File: config.mk
export PLATFORM = sky130hd
export DESIGN_NAME = rca_pipe_sched
export DESIGN_NICKNAME = d
export VERILOG_FILES = /design/src/rtl/rca_sched_pkg.sv /design/src/rtl/rca_pipe_sched_arb.sv /design/src/rtl/rca_pipe_sched.sv
export SDC_FILE = /design/constraint.sdc
export NUM_CORES = 1
export LEC_CHECK = 0
export ABC_AREA = 1
export BUFFER_PORTS_ARGS = -buffer_cell sky130_fd_sc_hd__buf_2
export CORE_AREA = 10 10 77 79
export CTS_CLUSTER_DIAMETER = 120
export DETAILED_ROUTE_END_ITERATION = 8
export DIE_AREA = 0 0 87 89
export SLEW_MARGIN = 15
export SYNTH_ARGS = -nofsm -noshare
export SYNTH_HDL_FRONTEND = slang
export SYNTH_SLANG_ARGS = --single-unit
File: constraint.sdc
create_clock -name Clk -period 3.3 [get_ports Clk]
set_clock_uncertainty 0.1 [all_clocks]
set_input_delay 0 -clock Clk [delete_from_list [all_inputs] [get_ports Clk]]
set_output_delay 0 -clock Clk [all_outputs]
set_load 0.05 [all_outputs]
File: src/rtl/rca_sched_pkg.sv
// Shared types for the rca_pipe_sched adder scheduler: flush FSM states,
// the in-flight tag carried alongside the adder pipeline, and default sizes.
package rca_sched_pkg;

  // Default adder latency in clock edges; the operand-capture edge is edge 1.
  localparam int LAT_DEF = 4;

  // Tag ID width; 3 bits cover up to 8 requesters.
  localparam int TAG_IDW = 3;

  typedef enum logic [1:0] {
    RUN     = 2'd0,
    DRAIN   = 2'd1,
    FLUSHED = 2'd2
  } state_t;

  typedef struct packed {
    logic               v;
    logic [TAG_IDW-1:0] id;
  } tag_t;

  // Round-robin successor of a requester index, wrapping at n.
  function automatic logic [TAG_IDW-1:0] wrap_inc(input logic [TAG_IDW-1:0] idx, input int n);
    if (int'(idx) >= n - 1) return '0;
    return idx + 1'b1;
  endfunction

endpackage

File: src/rtl/rca_pipe_sched_arb.sv
// rr_arbiter: rotating-priority one-hot grant. Priority starts at i_ptr and
// wraps; the lowest rotated index with a request wins. Purely combinational,
// the pointer register is owned by the parent.
module rr_arbiter #(
  parameter int NREQ = 4,
  parameter int IDW  = 3
) (
  input  logic [NREQ-1:0] i_req,
  input  logic [IDW-1:0]  i_ptr,
  output logic [NREQ-1:0] o_gnt,
  output logic [IDW-1:0]  o_gnt_id,
  output logic            o_any
);

  logic [2*NREQ-1:0] w_dbl;
  int                w_off;
  int                w_win;

  // Rotate the request vector so the pointer lands on bit 0, then pick the first set bit.
  always_comb begin
    w_dbl = {i_req, i_req} >> i_ptr;
    w_off = 0;
    o_any = 1'b0;
    for (int k = 0; k < NREQ; k++) begin
      if (!o_any && w_dbl[k]) begin
        o_any = 1'b1;
        w_off = k;
      end
    end
    w_win = int'(i_ptr) + w_off;
    if (w_win >= NREQ) w_win = w_win - NREQ;
    o_gnt_id = o_any ? IDW'(w_win) : '0;
    o_gnt    = '0;
    for (int j = 0; j < NREQ; j++) begin
      o_gnt[j] = o_any && (w_win == j);
    end
  end

endmodule

File: src/rtl/rca_pipe_sched.sv
// rca_pipe_sched: shares one pipelined ripple-carry adder between NREQ
// requesters. A round-robin arbiter issues at most one operand set per cycle,
// a tag pipeline matching the adder latency returns each result with the ID
// of its issuer, and a flush FSM stops issue and reports when the adder is empty.
// Optional build macro: RCA_SCHED_STATS_EN adds per-requester saturating
// accept counters (grant_cnt) with a synchronous clear (stats_clr).
// IDW must equal rca_sched_pkg::TAG_IDW.
//
//   state   | meaning
//   RUN     | arbitration enabled, one issue per cycle
//   DRAIN   | issue stopped, waiting for the tag pipeline to empty
//   FLUSHED | pipeline empty, flush_done high until flush drops
module rca_pipe_sched
  import rca_sched_pkg::*;
#(
  parameter int NREQ  = 4,
  parameter int WIDTH = 4,
  parameter int LAT   = LAT_DEF,
  parameter int IDW   = TAG_IDW
) (
  input  logic               Clk,
  input  logic               Rst_n,
  input  logic [NREQ-1:0]    req_valid,
  input  logic [NREQ*WIDTH-1:0] req_a,
  input  logic [NREQ*WIDTH-1:0] req_b,
  input  logic [NREQ-1:0]    req_cin,
  output logic [NREQ-1:0]    req_ready,
  output logic [WIDTH-1:0]   add_a,
  output logic [WIDTH-1:0]   add_b,
  output logic               add_cin,
  input  logic [WIDTH-1:0]   add_sum,
  input  logic               add_cout,
  output logic               rsp_valid,
  output logic [IDW-1:0]     rsp_id,
  output logic [WIDTH-1:0]   rsp_sum,
  output logic               rsp_cout,
  input  logic               flush,
  output logic               flush_done,
  output logic               busy
`ifdef RCA_SCHED_STATS_EN
  ,
  output logic [NREQ*16-1:0] grant_cnt,
  input  logic               stats_clr
`endif
);

  state_t          r_state;
  logic            r_flush_done;
  logic [IDW-1:0]  r_rr_ptr;
  logic            r_live;
  tag_t            r_tag [LAT];

  logic            w_issue_en;
  logic [NREQ-1:0] w_elig;
  logic [NREQ-1:0] w_gnt;
  logic [IDW-1:0]  w_gnt_id;
  logic            w_gnt_any;
  logic            w_busy;

  // Grants only in RUN, never in the cycle flush is raised, and not before
  // the first edge after reset so req_ready stays low throughout reset.
  assign w_issue_en = r_live && (r_state == RUN) && !flush;
  assign w_elig     = req_valid & {NREQ{w_issue_en}};

  rr_arbiter #(
    .NREQ (NREQ),
    .IDW  (IDW)
  ) u_arb (
    .i_req    (w_elig),
    .i_ptr    (r_rr_ptr),
    .o_gnt    (w_gnt),
    .o_gnt_id (w_gnt_id),
    .o_any    (w_gnt_any)
  );

  assign req_ready = w_gnt;

  // Operand mux: winner's operands, or an all-zero bubble when nothing is granted.
  always_comb begin
    add_a   = '0;
    add_b   = '0;
    add_cin = 1'b0;
    for (int i = 0; i < NREQ; i++) begin
      if (w_gnt[i]) begin
        add_a   = req_a[i*WIDTH +: WIDTH];
        add_b   = req_b[i*WIDTH +: WIDTH];
        add_cin = req_cin[i];
      end
    end
  end

  // Pointer moves past the winner on each accept; r_live opens issue one edge after reset.
  always_ff @(posedge Clk or negedge Rst_n) begin
    if (!Rst_n) begin
      r_rr_ptr <= '0;
      r_live   <= 1'b0;
    end else begin
      r_live <= 1'b1;
      if (w_gnt_any) r_rr_ptr <= wrap_inc(w_gnt_id, NREQ);
    end
  end

  // Tag pipeline shadows the adder stages; an idle slot carries id 0.
  always_ff @(posedge Clk or negedge Rst_n) begin
    if (!Rst_n) begin
      for (int k = 0; k < LAT; k++) r_tag[k] <= '0;
    end else begin
      r_tag[0].v  <= w_gnt_any;
      r_tag[0].id <= w_gnt_any ? w_gnt_id : '0;
      for (int k = 1; k < LAT; k++) r_tag[k] <= r_tag[k-1];
    end
  end

  // Busy whenever any stage holds a live tag.
  always_comb begin
    w_busy = 1'b0;
    for (int k = 0; k < LAT; k++) w_busy = w_busy | r_tag[k].v;
  end

  assign busy      = w_busy;
  assign rsp_valid = r_tag[LAT-1].v;
  assign rsp_id    = r_tag[LAT-1].id;
  assign rsp_sum   = add_sum;
  assign rsp_cout  = add_cout;

  // Flush FSM with registered flush_done.
  always_ff @(posedge Clk or negedge Rst_n) begin
    if (!Rst_n) begin
      r_state      <= RUN;
      r_flush_done <= 1'b0;
    end else begin
      case (r_state)
        RUN: begin
          if (flush) r_state <= DRAIN;
        end
        DRAIN: begin
          if (!w_busy) begin
            r_state      <= FLUSHED;
            r_flush_done <= 1'b1;
          end
        end
        FLUSHED: begin
          if (!flush) begin
            r_state      <= RUN;
            r_flush_done <= 1'b0;
          end
        end
        default: begin
          r_state      <= RUN;
          r_flush_done <= 1'b0;
        end
      endcase
    end
  end

  assign flush_done = r_flush_done;

`ifdef RCA_SCHED_STATS_EN
  logic [NREQ-1:0][15:0] r_grant_cnt;

  // Per-requester saturating accept counters; clear beats a same-cycle accept.
  always_ff @(posedge Clk or negedge Rst_n) begin
    if (!Rst_n) begin
      r_grant_cnt <= '0;
    end else begin
      for (int i = 0; i < NREQ; i++) begin
        if (stats_clr) r_grant_cnt[i] <= '0;
        else if (w_gnt[i] && (r_grant_cnt[i] != 16'hFFFF)) r_grant_cnt[i] <= r_grant_cnt[i] + 16'd1;
      end
    end
  end

  assign grant_cnt = r_grant_cnt;
`endif

endmodule

==> results of run 1 <==
-- cells in the final DEF (no fill, tap or decap), types with 5 or more instances in the layout --
master,count
buf_6,15
nor2_4,5
nor2_1,11
inv_2,6
nand2_2,6
inv_1,11
nand2_1,20
dfrtp_1,21
buf_2,52
nand3_2,7
nand4_1,10
nand3_1,44
dlygate4sd3_1,7
buf_4,6
-- synth_stat cells --
master,number
nand4_1,10
and2_1,1
clkbuf_2,1
dfrtp_1,23
nor2_1,12
nor4_1,1
fa_1,1
o21ai_0,2
buf_4,8
a21oi_1,3
nor3_1,4
nand2_4,3
nand2_1,22
buf_2,2
nor2_2,3
nand3_2,2
conb_1,1
nand3_1,49
nor2_4,3
inv_2,4
inv_1,14
nor3_2,3
ha_1,4
nand3b_1,1
buf_8,2
o21ai_1,1
nand2_2,5
-- layout make-up --
| class | instances | area [µm²] |
|---|---|---|
| fill | 432 | 2370 |
| multi-input combinational | 131 | 847 |
| sequential | 23 | 578 |
| timing repair buffer | 81 | 552 |
| inverter | 18 | 70.1 |
| tap | 54 | 67.6 |
| clock buffer | 3 | 41.3 |
| clock inverter | 1 | 7.51 |
-- final timing paths --
path | endpoint
setup / recovery | add_a[0]
hold / removal | r_tag[8]
setup reg to reg | r_rr_ptr[2]
hold reg to reg | rsp_id[1]
max in group asynchronous | r_state[1]
min in group Clk | r_rr_ptr[1]
-- what timing repair did --
action | CTS | global route
gates cloned | 0 | 4
gates resized for setup | 11 | 49
pin swaps | 0 | 20
endpoints found under the setup margin | 9 | 14
buffers inserted | 0 | 3
hold endpoints to repair | 31 | 0
hold buffers | 7 | 0
-- sequential cells by signal (all words and copies together) (netlist names) --
signal and count:
r_state 2, r_rr_ptr 3, flush_done 1, r_tag 12, rsp_id 3, r_live 1
rsp_valid 1
-- cell families (layout without fill, tap and decap cells) --
group           after synthesis  in the layout  share of synthesized area
fa+ha+maj                     5              5                     0.0469
other cells                   1              1                    0.00251
compound gates                6              6                     0.0201
simple gates                119            119                      0.430
flops                        23             23                      0.385
buf+inv                      31            103                      0.115
-- worst max-delay path: cells and delay by family (launching register included) --
kind,cells,cell delay [ps]
AOI/OAI and AO/OA,1,130
DFF,1,460
adders and majority gates,2,590
buffers and inverters,4,570
and+or+nand+nor,9,1020
-- per-layer routing --
layer	vias up	track usage	share of wire
li1	760	-	-
met1	666	0.120	0.41
met2	75	0.154	0.43
met3	11	0.0647	0.14
met4	0	0.0206	0.024
met5	-	0	0
-- through the flow --
stage	TNS, ps	setup slack (ps)	util	instances	hold WS [ps]
after global placement	0	238	0.399	293	-116
after CTS	0	3.38	0.431	304	136
after global routing	-415	-74.9	0.477	311	178
after detailed placement	0	221	0.399	293	-117
after floorplan	0	76.4	-	185	-396
final	0	153	0.477	311	138
==> impl_metrics.env, run 1 <==
export IMPL_crit_path_start="r_state[1]"
export IMPL_finalWeightedCongestion=0.841
export IMPL_cts_sinks=23
export IMPL_syn_inst=185
export IMPL_io_pins=72
export IMPL_grt_overflow_total=0
export IMPL_required_ps=3200
export IMPL_layout_nets=311
export IMPL_grt_pass1_wl_um=6600
export IMPL_dpl_instance_area_um2=1810
export IMPL_path_cells="inv_2, nand2_4, nor2_4, nand4_1, nand2_1, nand2_2, o21ai_1, and2_4, ha_4, fa_2, buf_6, nor3_4, buf_4, nand3_1, nand4_1, buf_6"
export IMPL_final_cell_area_um2=2160
export IMPL_drc=0
export IMPL_ys_seq_area_frac=0.385
export IMPL_antenna_found_initial=0
export IMPL_timing_hold_violations_final=0
export IMPL_synth_area_per_cell_um2=8.08
export IMPL_relSlewSlack=0.663
export IMPL_clk_pin_slew_ps=80
export IMPL_cp_slowest_cell="dfrtp_2"
export IMPL_synth_cell_types=27
export IMPL_worst_pin_slew_ps=504
export IMPL_drt_initial_drc_count=97
export IMPL_drv_cap=0
export IMPL_cp_start_kind="flop"
export IMPL_slew_viol_final=0
export IMPL_cts_buffers=3
export IMPL_finalSetupViolCount=0
export IMPL_hold_class="primary input to async pin"
export IMPL_insertion_delay_ps=260
export IMPL_cts_tree="yes"
export IMPL_core_um2=4540
export IMPL_r2r_start="r_state[1]"
export IMPL_grt_max_degree=40
export IMPL_synth_top_area_frac=0.385
export IMPL_vias=1512
export IMPL_path_class="flop to output pin"
export IMPL_io_buffers=61
export IMPL_cts_root_buf="clkbuf_8"
export IMPL_status="completed"
export IMPL_synth_fp_nets=238
export IMPL_drive_gt1_frac=0.463
export IMPL_start_util=0.330
export IMPL_clockBufferDepth=2
export IMPL_yosys_top_cells_area="dfrtp_1 (38%), nand3_1 (16%), nand2_1 (5.5%)"
export IMPL_first_pass_iters=4
export IMPL_grt_pass1_vias=1536
export IMPL_arrival_ps=3050
export IMPL_dieArea_um2=7740
export IMPL_syn_to_final_growth_pct=44.7
export IMPL_r2r_slack_ps=330
export IMPL_diodes=0
export IMPL_drt_vias_per_instance=4.86
export IMPL_die_h_um=89
export IMPL_clock_fmax_mhz=318
export IMPL_yosysTopAreaCell="dfrtp_1"
export IMPL_cp_max_fo=5
export IMPL_drt_wirelength_per_cell_um=13.8
export IMPL_detailed_place_hpwl_um=3050
export IMPL_synth_warnings=0
export IMPL_worstSetupEndpointType="output pin"
export IMPL_grt_usage=0.102
export IMPL_critPathMaxStageDelay_ps=460
export IMPL_min_period_ps=3150
export IMPL_ff2ff_path_depth=16
export IMPL_rsz0062_at_grt="yes"
export IMPL_post_route_period_util=0.954
export IMPL_drt_wl_total_um=4280
export IMPL_fp_dieW_um=87
export IMPL_ys_ff_latch=23
export IMPL_rows=25
export IMPL_h_tree_depth=1
export IMPL_netlist_area_um2=1500
export IMPL_antenna_left=0
Power of run 1 is left out: the tool's default activity adds up to more than one toggle a clock period on the data nets, which glitch-free logic cannot reach.
==> inputs of run 2 (changes only) <==
==> constraint.sdc (replaced) <==
create_clock -name Clk -period 3.3 [get_ports Clk]
set_clock_uncertainty 0.1 [all_clocks]
set_input_delay 0.33 -clock Clk [delete_from_list [all_inputs] [get_ports Clk]]
set_output_delay 0.33 -clock Clk [all_outputs]
set_load 0.05 [all_outputs]
==> impl_metrics.env, run 2 (synthesis gave the netlist of run 1 again) <==
export IMPL_grt_pass1_wl_um=6930
export IMPL_start_util=0.330
export IMPL_grt_max_degree=40
export IMPL_cts_root_buf="clkbuf_8"
export IMPL_drv_cap=0
export IMPL_required_ps=2870
export IMPL_worstHoldStart="r_tag[13]"
export IMPL_mostFrequentLayoutCells="buf_2 (48), nand3_1 (44), dfrtp_1 (23), nand2_1 (21), buf_6 (20)"
export IMPL_post_route_period_util=1.05
export IMPL_drt_wirelength_per_cell_um=13.2
export IMPL_rsz0062_at_grt="yes"
export IMPL_syn_to_final_growth_pct=49.9
export IMPL_drt_initial_drc_count=62
export IMPL_crit_path_start="r_state[0]"
export IMPL_diodes=0
export IMPL_cp_max_fo=5
export IMPL_cts_buffers=3
export IMPL_largest_register="r_tag"
export IMPL_whs_path_depth=0
export IMPL_clk_pin_slew_ps=70
export IMPL_finalWeightedCongestion=0.879
export IMPL_min_period_ps=3480
export IMPL_final_cell_area_um2=2240
export IMPL_cp_start_kind="flop"
export IMPL_timing_hold_violations_final=0
export IMPL_detailed_place_hpwl_um=3190
export IMPL_drt_vias_per_instance=4.82
export IMPL_arrival_ps=3050
export IMPL_core_um2=4540
export IMPL_rows=25
export IMPL_io_buffers=61
export IMPL_fp_dieW_um=87
export IMPL_worst_slack_ps=-181
export IMPL_clock_fmax_mhz=287
export IMPL_worstSetupEndpointType="output pin"
export IMPL_h_tree_depth=1
export IMPL_drive_gt1_frac=0.488
export IMPL_largest_reg_flops=12
export IMPL_r2r_slack_ps=190
export IMPL_cts_tree="yes"
export IMPL_final_common_cell="buf_2"
export IMPL_holdPathEnd="r_tag[9]"
export IMPL_hold_class="flop to flop"
export IMPL_grt_pass1_vias=1579
export IMPL_clockBufferDepth=2
export IMPL_ff2ff_path_depth=19
export IMPL_drc=0
export IMPL_dpl_instance_area_um2=1920
export IMPL_vias=1513
export IMPL_fin_util=0.494
export IMPL_insertion_delay_ps=260
export IMPL_layout_nets=314
export IMPL_violations="negative setup slack"
export IMPL_slew_viol_final=0
export IMPL_cts_sinks=23
export IMPL_path_class="flop to output pin"
export IMPL_finalSetupViolCount=10
export IMPL_grt_overflow_total=0
export IMPL_grt_usage=0.110
export IMPL_dieArea_um2=7740
export IMPL_first_pass_iters=4
export IMPL_die_h_um=89
export IMPL_drt_wl_total_um=4140
export IMPL_r2r_start="r_state[0]"
export IMPL_antenna_found_initial=0
export IMPL_status="complete, but fails checks"
export IMPL_antenna_left=0
export IMPL_io_pins=72
export IMPL_reg2reg_to="r_rr_ptr[2]"
[run 2: cell count changes in the layout (fill, tap and decap cells not counted), sizes merged]
cell / change
dlygate4sd3: -6
clkinvlp: -1
clkinv: +1
buf: +10
clkbuf: -1
[run 2: timing repair]
item / 4_1_cts / 5_1_grt
buffers inserted: 2 / 4
gates resized for setup: 47 / 14
hold endpoints to repair: 23 / 0
gates cloned: 2 / 0
pin swaps: 13 / 20
setup endpoints to repair: 11 / 14
hold buffers: 1 / 0
[run 2: cell type report]
cell class              instances  area (µm²)
clock buffers                   3        41.3
clock inverters                 1        5.00
fillers                       424        2290
inverters                      18        72.6
multi-input cells             131         866
flip-flops and latches         23         576
well taps                      54        67.6
repair buffers                 84         613
[run 2: worst max-delay path, stage by stage, from the launching register on]
cell and delay, ps:
dfrtp_1 420, inv_2 90, nand2_2 70, nor2_4 140, nand4_1 110, nand2_1 100
nand2_2 80, o21ai_1 100, and2_1 130, ha_2 180, fa_2 460, buf_6 150
nor3_4 230, buf_6 160, nand3_2 70, nand4_1 140, buf_6 170
[run 2: routing by layer]
layer,vias up,global-route usage,share of wire
li1,770,-,-
met1,671,0.115,0.39
met2,68,0.171,0.43
met3,4,0.0820,0.17
met4,0,0.0265,0.010
met5,-,0,0
[run 2: per-stage QoR]
stage / TNS [ps] / worst slack (ps) / std cells / hold slack, ps
5_1_grt: -3940 / -391 / 314 / 255
6_report: -1420 / -181 / 314 / 250
2_1_floorplan: -162 / -69.9 / 185 / -65.6
3_3_place_gp: -199 / -36.0 / 301 / 216
3_5_place_dp: -184 / -42.5 / 301 / 212
4_1_cts: -1760 / -204 / 310 / 253
[run 2: worst max-delay path by stage]
stage	endpoint	slack (ps)	cells past startpoint
after floorplan	req_ready[3]	-70	13
after global placement	add_cin	-40	17
after detailed placement	add_b[2]	-40	17
after CTS	add_b[2]	-200	16
after global routing	add_b[2]	-390	16
final	add_b[2]	-180	16
Power of run 2 is left out for the same reason.
